**config.mk**
```make
export PLATFORM = sky130hd
export DESIGN_NAME = gpio_cfg_sequencer
export DESIGN_NICKNAME = d
export VERILOG_FILES = /design/src/rtl/gpio_cfg_pkg.sv /design/src/rtl/gpio_cfg_clkgen.sv /design/src/rtl/gpio_cfg_sequencer.sv
export SDC_FILE = /design/constraint.sdc
export NUM_CORES = 1
export LEC_CHECK = 0
export CAP_MARGIN = 10
export CORE_AREA = 2 2 58 60
export CTS_CLUSTER_SIZE = 30
export DETAILED_ROUTE_END_ITERATION = 8
export DIE_AREA = 0 0 60 62
export DONT_BUFFER_PORTS = 1
export GPL_ROUTABILITY_DRIVEN = 0
export HOLD_SLACK_MARGIN = 0.03
export MAX_ROUTING_LAYER = met4
export PLACE_DENSITY = 0.7
export SLEW_MARGIN = 20
export SYNTH_ARGS = -nofsm -noshare
export SYNTH_HDL_FRONTEND = slang
export SYNTH_SLANG_ARGS = --single-unit
export TNS_END_PERCENT = 10
```
**constraint.sdc**
```tcl
create_clock -name wb_clk_i -period 3.86 [get_ports wb_clk_i]
set_input_delay 0.772 -clock wb_clk_i [delete_from_list [all_inputs] [get_ports wb_clk_i]]
set_output_delay 0.772 -clock wb_clk_i [all_outputs]
set_load 0.03 [all_outputs]
```
**src/rtl/gpio_cfg_pkg.sv**
```systemverilog
// Shared types and constants for the GPIO pad configuration sequencer.
package gpio_cfg_pkg;

   // Sequencer states, in the order a sequence walks through them.
   typedef enum logic [2:0] {
      IDLE,
      FETCH,
      SETUP,
      HIGH,
      LOAD,
      DONE
   } cfg_state_e;

   localparam int NUM_PADS_DEF = 38;   // MPRJ_IO_PADS
   localparam int CFG_BITS_DEF = 13;
   localparam int CLK_DIV_DEF  = 2;
   localparam int DIV_CNT_W    = 4;    // half-period counter, CLK_DIV 1..15

   // Index width that never collapses to zero bits for tiny chains.
   function automatic int idx_w(input int n);
      return (n > 1) ? $clog2(n) : 1;
   endfunction

endpackage

```
**src/rtl/gpio_cfg_clkgen.sv**
```systemverilog
// Half-period timer: tick is high in the last cycle of every CLK_DIV-cycle
// window. Restarts from zero whenever the sequencer changes state so each
// state's dwell is measured from its first cycle.
module gpio_cfg_clkgen
   import gpio_cfg_pkg::*;
#(
   parameter int CLK_DIV = CLK_DIV_DEF
) (
   input  logic wb_clk_i,
   input  logic wb_rst_i,
   input  logic clear,
   output logic tick
);

   localparam logic [DIV_CNT_W-1:0] LAST = DIV_CNT_W'(CLK_DIV - 1);

   logic [DIV_CNT_W-1:0] cnt;

   assign tick = (cnt == LAST);

   // Count up to LAST and wrap; a state change forces a fresh window.
   always_ff @(posedge wb_clk_i) begin
      if (wb_rst_i || clear)
         cnt <= '0;
      else if (tick)
         cnt <= '0;
      else
         cnt <= cnt + 1'b1;
   end

endmodule

```
**src/rtl/gpio_cfg_sequencer.sv**
```systemverilog
// Pushes every pad configuration word out over the serial GPIO chain:
// fetch a word from the register file, shift it MSB-first, highest pad
// first, then strobe serial_load_o so every pad latches at once.
module gpio_cfg_sequencer
   import gpio_cfg_pkg::*;
#(
   parameter int NUM_PADS = NUM_PADS_DEF,
   parameter int CFG_BITS = CFG_BITS_DEF,
   parameter int CLK_DIV  = CLK_DIV_DEF
) (
   input  logic                        wb_clk_i,
   input  logic                        wb_rst_i,
   input  logic                        start_i,
   output logic                        busy_o,
   output logic                        done_o,
   output logic                        cfg_rd_req_o,
   output logic [idx_w(NUM_PADS)-1:0]  cfg_rd_adr_o,
   input  logic                        cfg_rd_ack_i,
   input  logic [CFG_BITS-1:0]         cfg_rd_dat_i,
   output logic                        serial_clock_o,
   output logic                        serial_data_o,
   output logic                        serial_load_o,
   output logic                        serial_resetn_o
);

   localparam int AW = idx_w(NUM_PADS);
   localparam int BW = idx_w(CFG_BITS);
   localparam logic [AW-1:0] PAD_LAST = AW'(NUM_PADS - 1);
   localparam logic [BW-1:0] BIT_LAST = BW'(CFG_BITS - 1);

   cfg_state_e          state, state_nxt;
   logic [AW-1:0]       pad_idx, pad_nxt;
   logic [BW-1:0]       bit_cnt, bit_nxt;
   logic [CFG_BITS-1:0] shreg, shreg_nxt;
   logic                tick;
   logic                state_chg;

   assign state_chg = (state_nxt != state);

   gpio_cfg_clkgen #(
      .CLK_DIV (CLK_DIV)
   ) u_clkgen (
      .wb_clk_i (wb_clk_i),
      .wb_rst_i (wb_rst_i),
      .clear    (state_chg),
      .tick     (tick)
   );

   // State register.
   always_ff @(posedge wb_clk_i) begin
      if (wb_rst_i)
         state <= IDLE;
      else
         state <= state_nxt;
   end

   // Next-state and datapath update: walks pads high to low, bits MSB first.
   always_comb begin
      state_nxt = state;
      pad_nxt   = pad_idx;
      bit_nxt   = bit_cnt;
      shreg_nxt = shreg;
      case (state)
         IDLE: begin
            if (start_i) begin
               pad_nxt   = PAD_LAST;
               state_nxt = FETCH;
            end
         end
         FETCH: begin
            if (cfg_rd_ack_i) begin
               shreg_nxt = cfg_rd_dat_i;
               bit_nxt   = BIT_LAST;
               state_nxt = SETUP;
            end
         end
         SETUP: begin
            if (tick)
               state_nxt = HIGH;
         end
         HIGH: begin
            if (tick) begin
               shreg_nxt = shreg << 1;
               if (bit_cnt != '0) begin
                  bit_nxt   = bit_cnt - 1'b1;
                  state_nxt = SETUP;
               end else if (pad_idx != '0) begin
                  pad_nxt   = pad_idx - 1'b1;
                  state_nxt = FETCH;
               end else begin
                  state_nxt = LOAD;
               end
            end
         end
         LOAD: begin
            if (tick)
               state_nxt = DONE;
         end
         DONE: begin
            state_nxt = IDLE;
         end
         default: begin
            state_nxt = IDLE;
         end
      endcase
   end

   // Datapath registers.
   always_ff @(posedge wb_clk_i) begin
      if (wb_rst_i) begin
         pad_idx <= '0;
         bit_cnt <= '0;
         shreg   <= '0;
      end else begin
         pad_idx <= pad_nxt;
         bit_cnt <= bit_nxt;
         shreg   <= shreg_nxt;
      end
   end

   // Outputs are registered from the next state so they line up with the
   // state they describe, with no combinational path to the pads.
   always_ff @(posedge wb_clk_i) begin
      if (wb_rst_i) begin
         busy_o          <= 1'b0;
         done_o          <= 1'b0;
         cfg_rd_req_o    <= 1'b0;
         cfg_rd_adr_o    <= '0;
         serial_clock_o  <= 1'b0;
         serial_data_o   <= 1'b0;
         serial_load_o   <= 1'b0;
         serial_resetn_o <= 1'b0;
      end else begin
         busy_o          <= (state_nxt == FETCH) || (state_nxt == SETUP) ||
                            (state_nxt == HIGH)  || (state_nxt == LOAD);
         done_o          <= (state_nxt == DONE);
         cfg_rd_req_o    <= (state_nxt == FETCH);
         cfg_rd_adr_o    <= pad_nxt;
         serial_clock_o  <= (state_nxt == HIGH);
         serial_data_o   <= ((state_nxt == SETUP) || (state_nxt == HIGH)) ?
                            shreg_nxt[CFG_BITS-1] : 1'b0;
         serial_load_o   <= (state_nxt == LOAD);
         serial_resetn_o <= 1'b1;
      end
   end

endmodule
```
Word-level counts from Yosys, hierarchy flattened

Cells that the tools add are included.

Register bits after elaboration: 37
Bits in latches: 0
RAM bits: 0
Bits in read-only memories: 0
Input bits: 17
Logic and storage cells: 70
Memories kept: 0

$add $sub $neg: 3
Multipliers: 0
Div/mod/pow operators: 0
Order comparisons: 0
Equal/unequal tests: 17
Shift-type cells: 0
Mux-type cells: 21
Bitwise gates (word level): 1
Reductions and logical operators: 15

Operator list:

| operator              | number |
|---|---|
| $mux W13              | 2 |
| $pmux W13 S2          | 1 |
| $mux W6               | 4 |
| $mux W3               | 7 |
| $pmux W3 S5           | 1 |
| $eq A3 B2 Y1 const B  | 4 |
| $mux W4               | 3 |
| $ne A2 B2 Y1 const B  | 6 |
| $pmux W6 S2           | 1 |
| $eq A3 B3 Y1 const B  | 3 |
| $pmux W4 S2           | 1 |
| $eq A3 B1 Y1 const B  | 2 |
| $reduce_bool A6 Y1    | 1 |
| $sub A6 B1 Y6 const B | 1 |
| $logic_or A1 B1 Y1    | 5 |
| $reduce_and A5 Y1     | 1 |
| $add A4 B1 Y4 const B | 1 |
| $eq A4 B1 Y1 const B  | 1 |
| $reduce_and A4 Y1     | 1 |
| $reduce_bool A2 Y1    | 2 |
| $reduce_bool A4 Y1    | 1 |
| $reduce_or A2 Y1      | 2 |
| $sub A4 B1 Y4 const B | 1 |
| $logic_not A3 Y1      | 1 |
| other kinds (4)       | 4 |

Depth between registers and ports, before layout

Depth in word-level cells: 9
Mapped depth: 8
Gate-level depth less buffers: 8

Cells and area by module

A second synthesis with hierarchy kept.

Cells, all modules: 186
Area, all modules: 1726.7 sq um

By module, submodules not included:

| module             | instances | cells an instance | area each (sq um) | seq. area each (sq um) |
|---|---|---|---|---|
| gpio_cfg_sequencer | 1         | 170               | 1561.5            | 660.6 |
| gpio_cfg_clkgen    | 1         | 16                | 165.2             | 80.1 |

Worst setup path before layout

Ideal clock, no wire load.

Path type: register to register
From: reg cfg_rd_adr_o[0] (netlist name)
To: reg cfg_rd_adr_o[5]
Library setup time: 0.070 ns
Arrival time: 1.886 ns
Slack: 1.904 ns
Stages on the path, launching flop included: 8
Path buffers: 0
Path through: dfxtp_1 inv_1 ha_1 nor2b_1 a2111oi_4 nand4_1 xor2_1 a21oi_1

RTL lines:

| element                | RTL line                  | RTL |
|---|---|---|
| end signal: assignment | gpio_cfg_sequencer.sv:138 | `cfg_rd_adr_o <= pad_nxt;` |
| end: declaration       | gpio_cfg_sequencer.sv:17  | `output logic [idx_w(NUM_PADS)-1:0] cfg_rd_adr_o,` |

Worst setup path in the final report

From: reg state[1]
To: reg bit_cnt[1]

Cells in the longest elaborated chain, start to end: 3

RTL lines:

| element                                                      | RTL line                  | RTL |
|---|---|---|
| start: declaration                                           | gpio_cfg_sequencer.sv:31  | `cfg_state_e state, state_nxt;` |
| start signal: assignment                                     | gpio_cfg_sequencer.sv:54  | `state <= state_nxt;` |
| $eq A3 B2 Y1 or $eq A3 B1 Y1 (tied branches)                 | gpio_cfg_sequencer.sv:63  | `case (state)` |
| $ne A2 B2 Y1 (no line) or $reduce_bool A2 Y1 (tied branches) | -                         |  |
| $reduce_and A4 Y1 (no line)                                  | -                         |  |
| end signal: assignment                                       | gpio_cfg_sequencer.sv:116 | `bit_cnt <= bit_nxt;` |
| end: declaration                                             | gpio_cfg_sequencer.sv:33  | `logic [BW-1:0] bit_cnt, bit_nxt;` |

Parallel ways exist; a longest one is shown, timed or not.
A chain may end at the register's enable or synchronous reset.

==> results.md <==
* CTS tree: done
* WHS at 0.457 ns
* Xor/xnor cell area share of the yosys netlist at 0.0416
* Pwr Density at 456 nW/µm²
* Clock Power Share at 0.288
* Internal power at 0.000563 W
* Clk slew on worst S/H paths at 0.11 ns
* Worst setup slack after layout at 1.48 ns
* Clk buf depth at 2
* Crit-path most repeated cell: a21oi_1
* Switching Share at 0.302
* Top-area cell type share of the netlist area at 0.440
* Min Tclk post-route at 2.38 ns
* Top Layer Used: met4
* Crit-path cells: and4bb_2 -> a21oi_1 -> a21oi_1 -> mux2i_1 -> nor2_1
* Combinational Power Share at 0.151
* RSZ-0062 raised after global routing: false
* Fin crit share at 0.616
* Die H at 62 µm
* Post-synthesis register bit count at 37
* Run status: finished, final reports clean
* Root Buffer: clkbuf_4
* ANT nets after route at 0
* Die footprint at 3720 µm²
* Worst-skew pair later-pin latency at 0.34 ns
* Number of antenna diodes at 0
* Initial detailed-routing violation count at 78
* Initial antenna violation count at 0
* Initial Util at 0.529
* Post-Route WL at 3370 µm
* Synth warn at 0
* Max_cap viols at 0
* Post-route DRC at 0
* Crit path DAT at 2.63 ns
* Setup TNS at 0 ns
* Compound-cell area share of the yosys netlist at 0.205
* Gate count of the mapped netlist at 190
* CP Class: reg -> reg
* P_sw at 0.000244 W
* Layout Area Growth over Synthesis at 5.13%
* FF/Latch Area at 741 µm²
* First-pass GRT wire length at 5490 µm
* Slew @ Worst Pin at 1.09 ns
* Most frequent cells in the layout: dfxtp_1 (37), a21oi_1 (23), nor2_1 (19), nand2_1 (18), a22oi_1 (11)
* Number of setup violations in the final report at 0
* Port bufs at 0
* Post_cts resized at 0
* Post-synth EDFFs at 0
* Grt ovf at 0
* Post-Synthesis Cell Area at 1680 µm²
* Buf/Inv on CP at 0
* WL per Instance at 14.3 µm
* Via count at 1324
* Post-DP HPWL at 2480 µm
* Pins Over Slew Limit at 0
* Number of global-route vias before repair at 1205
* CP Capture Type: flop
* Combinational family with the most area after synthesis: simple AND/OR/NAND/NOR gates
* Post-synthesis simple-gate area fraction at 0.210
* Routed length on met3 at 167 µm
* I/O pins at 30
* Final nets at 210
* Area occupied by multi-input gates at 863 µm²
* P_leak at 0.649 nW
* Worst Skew at 0.00994 ns
* Syn_nets at 212
* Max Freq at 0.420 GHz
* H-Tree Depth at 2
* Synth async-reset ratio at 0
* Slowest stage delay, CP at 0.87 ns
* Hold Crit Class: reg -> reg
* Slew HR at 0.276
* Main area contributors after synthesis: dfxtp_1 (44%), a21oi_1 (6.8%), a22oi_1 (4.9%), nor2_1 (4.2%), nand2_1 (4.0%)
* Die outline width at 60 µm
* Worst endpoint required time at 4.11 ns
* First drt pass iteration count at 4
* Cell family with most CP delay: compound AO/OA/AOI/OAI gates
* Element type at the critical path start: flop
* Post-synthesis mux area share at 0.0186
* Core area at 3180 µm²
* Tot GR Track Use at 0.208
* # rows at 21
* Slowest cell on the critical path: a21oi_1
* Total CTS buffers at 5
* Commonest non-fill, non-tap cell in the layout: dfxtp_1
* Largest net degree at the start of global routing at 28
* Most used DFF post-synth: dfxtp_1
* Crit path max fanout at 15
* Worst vdd ir at 0.234 mV
* Yosys cell types at 42
* Syn Area/Cell at 8.86 µm²
* Layout cells sized above 1 at 0.0794
* Via-to-Cell Ratio at 5.63
* Met2 Wirelength at 1690 µm
* Final Hold Fails at 0
* Sequential share of power at 0.561
* Sequential cell area fraction in the yosys report at 0.440
* Fraction of the mapped netlist area in adder cells at 0.0372
* CTS Hold Buffers Added at 0
* Setup repair bufs after CTS at 0
* Clk sinks at 37
* # fillers at 304
* Dpl ws at 1.33 ns
* Metal-1 WL at 1450 µm
* Cell type with the largest total area after synthesis: dfxtp_1
[worst register-to-register path: stages (launching register included)]
cell	delay (ns)
dfxtp_1	0.55
and4bb_2	0.39
a21oi_1	0.87
a21oi_1	0.21
mux2i_1	0.21
nor2_1	0.05
[metal layers]
metal,GRT usage,up-vias
li1,-,663
met1,0.243,628
met2,0.323,25
met3,0.0766,8
met4,0.0857,0
met5,-,-
[cell families after synthesis]
family                     count (synthesis)
AOI/OAI and AO/OA                         50
xor gates and xnor gates                   8
adders and majority gates                  5
buffers and inverters                     19
and+or+nand+nor                           68
DFF                                       37
muxes                                      3
[registers in the layout, indices dropped and copies added, names as in the netlist, 3 cells and up]
name,flops
u_clkgen.cnt,4
bit_cnt,4
state,3
shreg,13
cfg_rd_adr_o,6
[path summary, 6_finish.rpt]
kind / cells after the start / slack (ns) / end / start
max reg2reg: 5 / 1.48 / bit_cnt[1] / state[1]
min reg2reg: 2 / 0.46 / shreg[11] / shreg[11]
min: 2 / 0.46 / shreg[11] / shreg[11]
max: 5 / 1.48 / bit_cnt[1] / state[1]
[power groups by stage]
stage / Combinational [W] / Sequential (W) / Clock [W]
final: 0.000122 / 0.000453 / 0.000232
after CTS: 0.000123 / 0.000453 / 0.000240
after floorplan: 0.000113 / 0.000452 / 0
after detailed placement: 0.000122 / 0.000462 / 0
after global placement: 0.000117 / 0.000459 / 0
after global routing: 0.000138 / 0.000457 / 0.000259
[layout make-up]
class | count | share of cell area
multi-input combinational | 134 | 0.488
sequential | 37 | 0.419
clock buffer | 7 | 0.0368
tap | 46 | 0.0325
inverter | 10 | 0.0212
clock inverter | 1 | 0.00283
[cells in the mapped netlist, types with 3 or more instances]
master     n
nor2_1    19
xnor2_1    3
clkbuf_1   7
a21oi_1   23
xor2_1     5
a22oi_1   11
ha_1       5
nand2_1   18
inv_1     10
dfxtp_1   37
nor3_1     3
or3b_1     3
nand2b_1   4
a211oi_1   4
nand3_1    7
[stage by stage]
step                       util  power, W  area (µm²)  cells
after floorplan               -  0.000565        1680    190
after global placement    0.534  0.000576        1700    227
after detailed placement  0.534  0.000584        1700    227
after CTS                 0.556  0.000816        1770    235
after global routing      0.556  0.000855        1770    235
final                     0.556  0.000807        1770    235
Note: power is estimated with default switching activity, not from simulation.
